==> src/rtl/mem_access_unit_if.sv <==
// -----------------------------------------------------------------------------
// mem_access_unit_if
//
// Purpose: bundles the request/response handshake of the load/store unit and
// its word-indexed data memory port into one interface.
//
// Signals:
//   req_valid / req_ready    request handshake (accept when both high)
//   req_write                1 = store, 0 = load
//   req_size                 0 = byte, 1 = halfword, 2/3 = word
//   req_signed               loads: 1 = sign-extend, 0 = zero-extend
//   req_addr [ADDR_W]        byte address
//   req_wdata [32]           store data, sub-word data in the low bits
//   resp_valid               one-cycle completion pulse
//   resp_rdata [32]          extended load data, 0 for stores
//   resp_error               misaligned-access flag, valid with resp_valid
//   mem_write_enable         data memory write strobe
//   mem_address [32]         word index into the data memory
//   mem_write_data [32]      full word to write
//   mem_read_data [32]       combinational read of mem_address
//
// Modports:
//   slave  - the load/store unit
//   master - the requester / memory side (testbench)
// -----------------------------------------------------------------------------
interface mem_access_unit_if #(
   parameter int ADDR_W = 32
);
   logic              req_valid;
   logic              req_ready;
   logic              req_write;
   logic [1:0]        req_size;
   logic              req_signed;
   logic [ADDR_W-1:0] req_addr;
   logic [31:0]       req_wdata;
   logic              resp_valid;
   logic [31:0]       resp_rdata;
   logic              resp_error;
   logic              mem_write_enable;
   logic [31:0]       mem_address;
   logic [31:0]       mem_write_data;
   logic [31:0]       mem_read_data;

   modport slave (
      input  req_valid, req_write, req_size, req_signed, req_addr, req_wdata,
      input  mem_read_data,
      output req_ready, resp_valid, resp_rdata, resp_error,
      output mem_write_enable, mem_address, mem_write_data
   );

   modport master (
      output req_valid, req_write, req_size, req_signed, req_addr, req_wdata,
      output mem_read_data,
      input  req_ready, resp_valid, resp_rdata, resp_error,
      input  mem_write_enable, mem_address, mem_write_data
   );
endinterface

==> src/rtl/mem_access_unit.sv <==
// -----------------------------------------------------------------------------
// mem_access_unit
//
// Purpose: load/store initiator between the MIPS execute/memory stage and a
// word-wide data memory (combinational read, clocked write). One request at a
// time: lw/lh/lhu/lb/lbu/sw/sh/sb. Sub-word stores are done as
// read-modify-write; loads return a one-cycle response pulse with sign- or
// zero-extended data. Little-endian lane ordering.
//
// Parameters:
//   ADDR_W  byte-address width of requests
//   MEM_AW  word-index width used by the data memory (index wraps mod 2^MEM_AW)
//
// Ports:
//   clock    rising-edge clock
//   reset_n  asynchronous active-low reset
//   bus      mem_access_unit_if.slave (request, response and memory port)
//
// Build option:
//   MEM_ACCESS_MISALIGN_TRAP_EN  when defined, a misaligned halfword/word
//   request completes through ERR with resp_error = 1 and no memory access.
//   When undefined, misaligned low address bits are forced to alignment and
//   resp_error is tied 0.
// -----------------------------------------------------------------------------
module mem_access_unit #(
   parameter int ADDR_W = 32,
   parameter int MEM_AW = 8
) (
   input  logic              clock,
   input  logic              reset_n,
   mem_access_unit_if.slave  bus
);

   typedef enum logic [2:0] {
      S_IDLE,
      S_LOAD,
      S_RMW_READ,
      S_WRITE,
      S_RESP,
      S_ERR
   } state_t;

   state_t state_q, state_d;

   // Only the byte-offset and word-index bits are meaningful to the memory.
   logic [MEM_AW+1:0] addr_q;
   logic [1:0]        size_q;
   logic              signed_q;
   logic [31:0]       wdata_q;
   logic [31:0]       rdata_q;
   logic [31:0]       merged_q;

   logic              accept;
   logic              trap_req;
   logic              ready_c;
   logic              resp_valid_c;
   logic              write_en_c;

   // Upper address bits are intentionally ignored (word index wraps).
   logic              unused_addr_hi;
   assign unused_addr_hi = ^bus.req_addr[ADDR_W-1:MEM_AW+2];

   // --------------------------------------------------------------------------
   // Helper functions
   // --------------------------------------------------------------------------

   // Halfword with addr[0] set, or word with any low bit set.
   function automatic logic is_misaligned(input logic [1:0] low,
                                          input logic [1:0] size);
      logic r;
      r = 1'b0;
      if (size == 2'd1)
         r = low[0];
      else if (size[1])
         r = (low != 2'b00);
      return r;
   endfunction

   // Force the low address bits to the natural alignment of the access size.
   function automatic logic [MEM_AW+1:0] align_addr(input logic [MEM_AW+1:0] a,
                                                    input logic [1:0]        size);
      logic [MEM_AW+1:0] r;
      r = a;
      if (size == 2'd1)
         r[0] = 1'b0;
      else if (size[1])
         r[1:0] = 2'b00;
      return r;
   endfunction

   // Select the addressed lane(s) from a memory word and extend to 32 bits.
   function automatic logic [31:0] extract_load(input logic [31:0] word,
                                                input logic [1:0]  lane,
                                                input logic [1:0]  size,
                                                input logic        sgn);
      logic [31:0] shifted;
      logic [7:0]  b;
      logic [15:0] h;
      logic [31:0] r;
      shifted = word >> {lane, 3'b000};
      b       = shifted[7:0];
      h       = lane[1] ? word[31:16] : word[15:0];
      case (size)
         2'd0:    r = {{24{sgn & b[7]}}, b};
         2'd1:    r = {{16{sgn & h[15]}}, h};
         default: r = word;
      endcase
      return r;
   endfunction

   // Replace the addressed lane(s) of a memory word with the store data.
   function automatic logic [31:0] merge_store(input logic [31:0] word,
                                               input logic [31:0] wd,
                                               input logic [1:0]  lane,
                                               input logic [1:0]  size);
      logic [31:0] r;
      r = word;
      case (size)
         2'd0: begin
            case (lane)
               2'd0:    r[7:0]   = wd[7:0];
               2'd1:    r[15:8]  = wd[7:0];
               2'd2:    r[23:16] = wd[7:0];
               default: r[31:24] = wd[7:0];
            endcase
         end
         2'd1: begin
            if (lane[1])
               r[31:16] = wd[15:0];
            else
               r[15:0]  = wd[15:0];
         end
         default: r = wd;
      endcase
      return r;
   endfunction

   // --------------------------------------------------------------------------
   // Misalignment policy
   // --------------------------------------------------------------------------
`ifdef MEM_ACCESS_MISALIGN_TRAP_EN
   assign trap_req       = is_misaligned(bus.req_addr[1:0], bus.req_size);
   assign bus.resp_error = (state_q == S_ERR);
`else
   assign trap_req       = 1'b0;
   assign bus.resp_error = 1'b0;
`endif

   assign accept = bus.req_valid && (state_q == S_IDLE);

   // --------------------------------------------------------------------------
   // Stage boundary: FSM state register
   // --------------------------------------------------------------------------
   always_ff @(posedge clock or negedge reset_n) begin
      if (!reset_n)
         state_q <= S_IDLE;
      else
         state_q <= state_d;
   end

   // Next-state and control outputs
   always_comb begin
      state_d      = state_q;
      ready_c      = 1'b0;
      resp_valid_c = 1'b0;
      write_en_c   = 1'b0;
      case (state_q)
         S_IDLE: begin
            ready_c = 1'b1;
            if (bus.req_valid) begin
               if (trap_req)
                  state_d = S_ERR;
               else if (!bus.req_write)
                  state_d = S_LOAD;
               else if (bus.req_size[1])
                  state_d = S_WRITE;
               else
                  state_d = S_RMW_READ;
            end
         end
         S_LOAD:     state_d = S_RESP;
         S_RMW_READ: state_d = S_WRITE;
         S_WRITE: begin
            write_en_c = 1'b1;
            state_d    = S_RESP;
         end
         S_RESP: begin
            resp_valid_c = 1'b1;
            state_d      = S_IDLE;
         end
         S_ERR: begin
            resp_valid_c = 1'b1;
            state_d      = S_IDLE;
         end
         default: state_d = S_IDLE;
      endcase
   end

   // --------------------------------------------------------------------------
   // Stage boundary: request capture, load extraction, RMW merge
   // --------------------------------------------------------------------------
   // Data registers are reset too, so that every memory-side output shows its
   // idle value immediately on reset.
   always_ff @(posedge clock or negedge reset_n) begin
      if (!reset_n) begin
         addr_q   <= '0;
         size_q   <= 2'd0;
         signed_q <= 1'b0;
         wdata_q  <= 32'd0;
         rdata_q  <= 32'd0;
         merged_q <= 32'd0;
      end else begin
         if (accept) begin
            addr_q   <= align_addr(bus.req_addr[MEM_AW+1:0], bus.req_size);
            size_q   <= bus.req_size;
            signed_q <= bus.req_signed;
            wdata_q  <= bus.req_wdata;
            // Stores and traps report zero data.
            rdata_q  <= 32'd0;
         end
         if (state_q == S_LOAD)
            rdata_q <= extract_load(bus.mem_read_data, addr_q[1:0], size_q, signed_q);
         if (state_q == S_RMW_READ)
            merged_q <= merge_store(bus.mem_read_data, wdata_q, addr_q[1:0], size_q);
      end
   end

   // --------------------------------------------------------------------------
   // Stage boundary: outputs
   // --------------------------------------------------------------------------
   assign bus.req_ready        = ready_c;
   assign bus.resp_valid       = resp_valid_c;
   assign bus.resp_rdata       = (state_q == S_RESP) ? rdata_q : 32'd0;
   assign bus.mem_write_enable = write_en_c;
   assign bus.mem_address      = {{(32-MEM_AW){1'b0}}, addr_q[MEM_AW+1:2]};
   assign bus.mem_write_data   = (state_q == S_WRITE) ?
                                 (size_q[1] ? wdata_q : merged_q) : 32'd0;

endmodule

==> src/flat_wrapper.sv <==
// flat-port wrapper written by rule: the top's interface ports become plain ports
module mem_access_unit_flat 
#(
   parameter int ADDR_W = 32,
   parameter int MEM_AW = 8
)
  (clock, reset_n, bus_req_valid, bus_req_write, bus_req_size, bus_req_signed, bus_req_addr, bus_req_wdata, bus_mem_read_data, bus_req_ready, bus_resp_valid, bus_resp_rdata, bus_resp_error, bus_mem_write_enable, bus_mem_address, bus_mem_write_data);
  mem_access_unit_if #(.ADDR_W(ADDR_W)) bus_i ();
  input  logic clock;
  input  logic reset_n;
  input wire logic [$bits(bus_i.req_valid)-1:0] bus_req_valid;
  input wire logic [$bits(bus_i.req_write)-1:0] bus_req_write;
  input wire logic [$bits(bus_i.req_size)-1:0] bus_req_size;
  input wire logic [$bits(bus_i.req_signed)-1:0] bus_req_signed;
  input wire logic [$bits(bus_i.req_addr)-1:0] bus_req_addr;
  input wire logic [$bits(bus_i.req_wdata)-1:0] bus_req_wdata;
  input wire logic [$bits(bus_i.mem_read_data)-1:0] bus_mem_read_data;
  output wire logic [$bits(bus_i.req_ready)-1:0] bus_req_ready;
  output wire logic [$bits(bus_i.resp_valid)-1:0] bus_resp_valid;
  output wire logic [$bits(bus_i.resp_rdata)-1:0] bus_resp_rdata;
  output wire logic [$bits(bus_i.resp_error)-1:0] bus_resp_error;
  output wire logic [$bits(bus_i.mem_write_enable)-1:0] bus_mem_write_enable;
  output wire logic [$bits(bus_i.mem_address)-1:0] bus_mem_address;
  output wire logic [$bits(bus_i.mem_write_data)-1:0] bus_mem_write_data;
  assign bus_i.req_valid = bus_req_valid;
  assign bus_i.req_write = bus_req_write;
  assign bus_i.req_size = bus_req_size;
  assign bus_i.req_signed = bus_req_signed;
  assign bus_i.req_addr = bus_req_addr;
  assign bus_i.req_wdata = bus_req_wdata;
  assign bus_i.mem_read_data = bus_mem_read_data;
  assign bus_req_ready = bus_i.req_ready;
  assign bus_resp_valid = bus_i.resp_valid;
  assign bus_resp_rdata = bus_i.resp_rdata;
  assign bus_resp_error = bus_i.resp_error;
  assign bus_mem_write_enable = bus_i.mem_write_enable;
  assign bus_mem_address = bus_i.mem_address;
  assign bus_mem_write_data = bus_i.mem_write_data;
  mem_access_unit #(.ADDR_W(ADDR_W), .MEM_AW(MEM_AW)) u_core (.clock(clock), .reset_n(reset_n), .bus(bus_i));
endmodule
==> config.mk <==
export PLATFORM = sky130hd
export DESIGN_NAME = mem_access_unit_flat
export DESIGN_NICKNAME = d
export VERILOG_FILES = /design/src/rtl/mem_access_unit_if.sv /design/src/rtl/mem_access_unit.sv /design/src/flat_wrapper.sv
export SDC_FILE = /design/constraint.sdc
export NUM_CORES = 1
export LEC_CHECK = 0
export BUFFER_PORTS_ARGS = -buffer_cell sky130_fd_sc_hd__buf_2
export CORE_MARGIN = 3
export CORE_UTILIZATION = 47
export CTS_CLUSTER_SIZE = 16
export DETAILED_ROUTE_END_ITERATION = 10
export PLACE_DENSITY = 0.77
export SLEW_MARGIN = 0
export SYNTH_ARGS = -nofsm -noshare
export SYNTH_HDL_FRONTEND = slang
export SYNTH_SLANG_ARGS = --single-unit
==> constraint.sdc <==
create_clock -name clock -period 1.9 [get_ports clock]
set_clock_uncertainty 0.15 [all_clocks]
set_input_delay 0.095 -clock clock [delete_from_list [all_inputs] [get_ports clock]]
set_output_delay 0.095 -clock clock [all_outputs]
set_load 0.02 [all_outputs]
==> key figures <==
Worst setup path
  • Required @ worst endpoint: 1.65 ns
  • CP Max Fanout: 8
  • Reg2reg end: u_core.merged_q[9]$_DFFE_PN0P_
  • CP endpoint kind: output pin
  • WS Path Type: reg2out
  • Flop-to-flop setup slack: 0.05 ns
  • Worst setup path startpoint: u_core.state_q[0]$_DFFE_PN0P_
  • Cell depth of the worst flop-to-flop path: 5
  • FF-to-FF Start: u_core.size_q[0]$_DFFE_PN0P_
  • Arr. time, crit path: 1.66 ns
  • Crit start category: flip-flop

Floorplanning
  • DIE AREA: 15,590 um^2
  • Core area: 13,510 um^2
  • Ports: 203
  • Starting Density: 0.4916
  • Die Wd: 124.9 um
  • Die height: 124.9 um
  • Site row count: 42

Routing
  • DRC: 0
  • Routed length per instance: 21.12 um
  • Antenna-violating nets left: 0
  • Vias post-DR: 5,878
  • Vias per cell: 5.763
  • Detailed Route WL: 21,540 um
  • Initial detailed-routing violation count: 634
  • Router iterations before antenna repair: 6

Global routing
  • Grt ovf: 0
  • Pin count of the biggest net entering global routing: 113
  • Initial antenna violation count: 0
  • Vias in the first global route: 5,735
  • Tot GR Track Use: 0.2572
  • First-pass GRT wire length: 32,020 um

Clocking
  • CTS tree: yes
  • Worst-Skew Late Latency: 0.36 ns
  • Num CTS Buffers: 9
  • Clock-pin slew on the worst setup and hold paths: 0.07 ns
  • Clock Path Buffers: 2
  • H-tree depth: 3
  • Root buffer cell: clkbuf_16
  • Clk sinks: 112

Cells and area
  • Multi-input logic area: 3667 um^2
  • Ratio of cells with drive above 1 in the final layout: 0.3673
  • Layout Cells excl Fill: 1,020
  • Antenna cells: 0
  • Area Growth Syn to Fin: 39.65%
  • Filler cells: 971
  • Area of all sequential standard cells: 2809 um^2
  • Final net count: 942
  • Layout Utilization: 0.6865

Yosys
  • Number of synthesized flops with an enable pin: 0
  • Predominant post-synthesis flop cell: dfrtp_1
  • Top cells by count, synth: dfrtp_1 (112), mux2_1 (64), nand2_1 (52)
  • Synthesized flop and latch total: 112
  • Count leader, synth: dfrtp_1
  • Sequential fraction of the synthesis area: 0.4222
  • Ys async rst share: 1.000
  • Mux share of post-synthesis cell area: 0.2296
  • Cells after Synth: 616
  • Synth cell types: 51
  • Post-Synth XOR/XNOR Area: 0
  • Ys Warns: 0
  • Post-synthesis cell area: 6639 um^2
  • Simple-Gate Fraction of Synth Area: 0.1133
  • Largest family of logic cells by synthesized area: multiplexers
  • Compound-Gate Fraction of Synth Area: 0.1519
  • Ranking of synthesized cells by area: dfrtp_1 (42%), mux2_1 (11%), mux2i_1 (6.8%)
  • Leading area contributor after synthesis: dfrtp_1
  • Synth Area in Adders: 0
  • Mean Syn Cell Area: 10.78 um^2
  • Synth top area share: 0.4222

Timing
  • Slew @ Worst Pin: 0.8177 ns
  • Final min period: 1.910 ns
  • Max Slew Vio Count: 0
  • Setup violations, final: 1
  • Unrepaired setup endpoints after global routing: true
  • Fin crit share: 1.005
  • Max-slew headroom: 0.4528
  • Max Clock Freq: 0.5236 GHz
  • Setup ws final: -0.009999 ns
  • Final Hold Fails: 0

Power
  • Power per cell area: 1603 nW/um^2
  • P_int: 8518 uW
  • Combinational share of power: 0.556
  • Clock network power share: 0.136
  • VDD IR max: 0.8696 mV
  • P_sw: 6348 uW
  • Sw Share: 0.4270
  • Leak: 0.004326 uW
  • Flop pwr share: 0.308

Min path
  • Hold EP: u_core.rdata_q[12]$_DFFE_PN0P_
  • Worst min path class: in2reg
  • Min-delay src: bus_mem_read_data[12]
  • Hold depth: 4

Run
  • Max Cap Viol: 0

Placed design
  • Placed cells: 918
  • Pre-CTS setup slack: -0.1454 ns
  • GP Congestion: 0.9058
  • Port Buffer Count: 155
  • Post-DP HPWL: 13,710 um

Outcome
  • Status: finished, violations left
  • Failing checks: negative setup slack
## cell usage in the layout (no fill, tap or decap), types with 10 or more instances in the layout
cell type      instances
buf_4                 31
nor2_1                15
mux2i_1               33
nor2_2                12
mux2_2                10
dlygate4sd3_1         74
dfrtp_1              107
mux2_1                64
mux2_4                10
nor2_4                17
a221o_1               16
buf_2                126
nand2_1               50
buf_6                 22
buf_12                14
o21ai_1               34
and2_1                32
clkbuf_16             12
conb_1                25
o22ai_1               14
a222oi_1              16
## worst max-delay path, cell delays in order, from the launching register on
cell	delay, ns
dfrtp_1	0.37
buf_6	0.12
nor2b_4	0.19
nand2_4	0.13
clkbuf_16	0.22
nor2_2	0.13
buf_6	0.13
## routing by layer
| metal | share of wire | routed length [um] | track usage | vias up |
|---|---|---|---|---|
| li1 | - | - | - | 2623 |
| met1 | 0.40 | 8719 | 0.3567 | 2899 |
| met2 | 0.47 | 10230 | 0.3960 | 305 |
| met3 | 0.085 | 1833 | 0.05360 | 51 |
| met4 | 0.035 | 763 | 0.1014 | 0 |
| met5 | 0 | 0 | 0 | - |
## registers in the layout (all words and copies together) (netlist names)
signal           cells
u_core.size_q        2
u_core.merged_q     32
u_core.wdata_q      32
u_core.state_q       3
u_core.rdata_q      32
u_core.addr_q       10
u_core.signed_q      1
## per-stage QoR
stage | hold slack [ns] | cell area, um^2 | TNS (ns) | power, uW
after floorplan | -0.3506 | 6738 | 0 | 9399
after global placement | 0.07644 | 7595 | -0.7032 | 11200
after detailed placement | 0.08064 | 7595 | -2.151 | 11440
after CTS | 0.006571 | 8747 | -0.0007685 | 13790
after global routing | 0.02103 | 9271 | -1.395 | 15710
final | 0.01974 | 9271 | -0.009999 | 14870
## kinds of logic after synthesis
kind of cell           count (synthesis)
muxes                                133
other                                  1
DFF                                  112
AOI/OAI and AO/OA                    126
buffers and inverters                 93
and+or+nand+nor                      151
## how the worst max path moves through the flow
stage,end,slack (ns),cells past startpoint
6_report,bus_mem_write_data[9],-0.01,6
5_1_grt,bus_mem_write_data[9],-0.08,6
4_1_cts,bus_mem_write_data[25],-0.0004,6
3_5_place_dp,u_core.rdata_q[31]$_DFFE_PN0P_,-0.15,4
3_3_place_gp,u_core.rdata_q[23]$_DFFE_PN0P_,-0.05,4
2_1_floorplan,u_core.wdata_q[10]$_DFFE_PN0P_,0.04,6
## power by group through the flow
stage          logic [uW]  registers [uW]  clock network, uW
2_1_floorplan        5360            4040                  0
3_3_place_gp         6750            4450                  0
3_5_place_dp         6930            4520                  0
4_1_cts              7300            4440               2060
5_1_grt              8880            4680               2150
6_report             8270            4570               2020
## layout make-up
class                      count  area share
clock buffer                  11     0.02726
inverter                      10    0.004049
timing repair buffer         271      0.2397
multi-input combinational    435      0.3955
clock inverter                 5    0.006748
tap                          176     0.02375
sequential                   112      0.3030
## repair_timing
action / 4_1_cts / 5_1_grt
pin swaps: 1 / 12
hold buffers: 74 / 0
buffers inserted: 5 / 3
setup endpoints to repair: 86 / 116
cloned: 0 / 4
gates resized for setup: 15 / 115
endpoints found under the hold margin: 190 / 0
No activity file was read; power rests on OpenSTA's default activity.
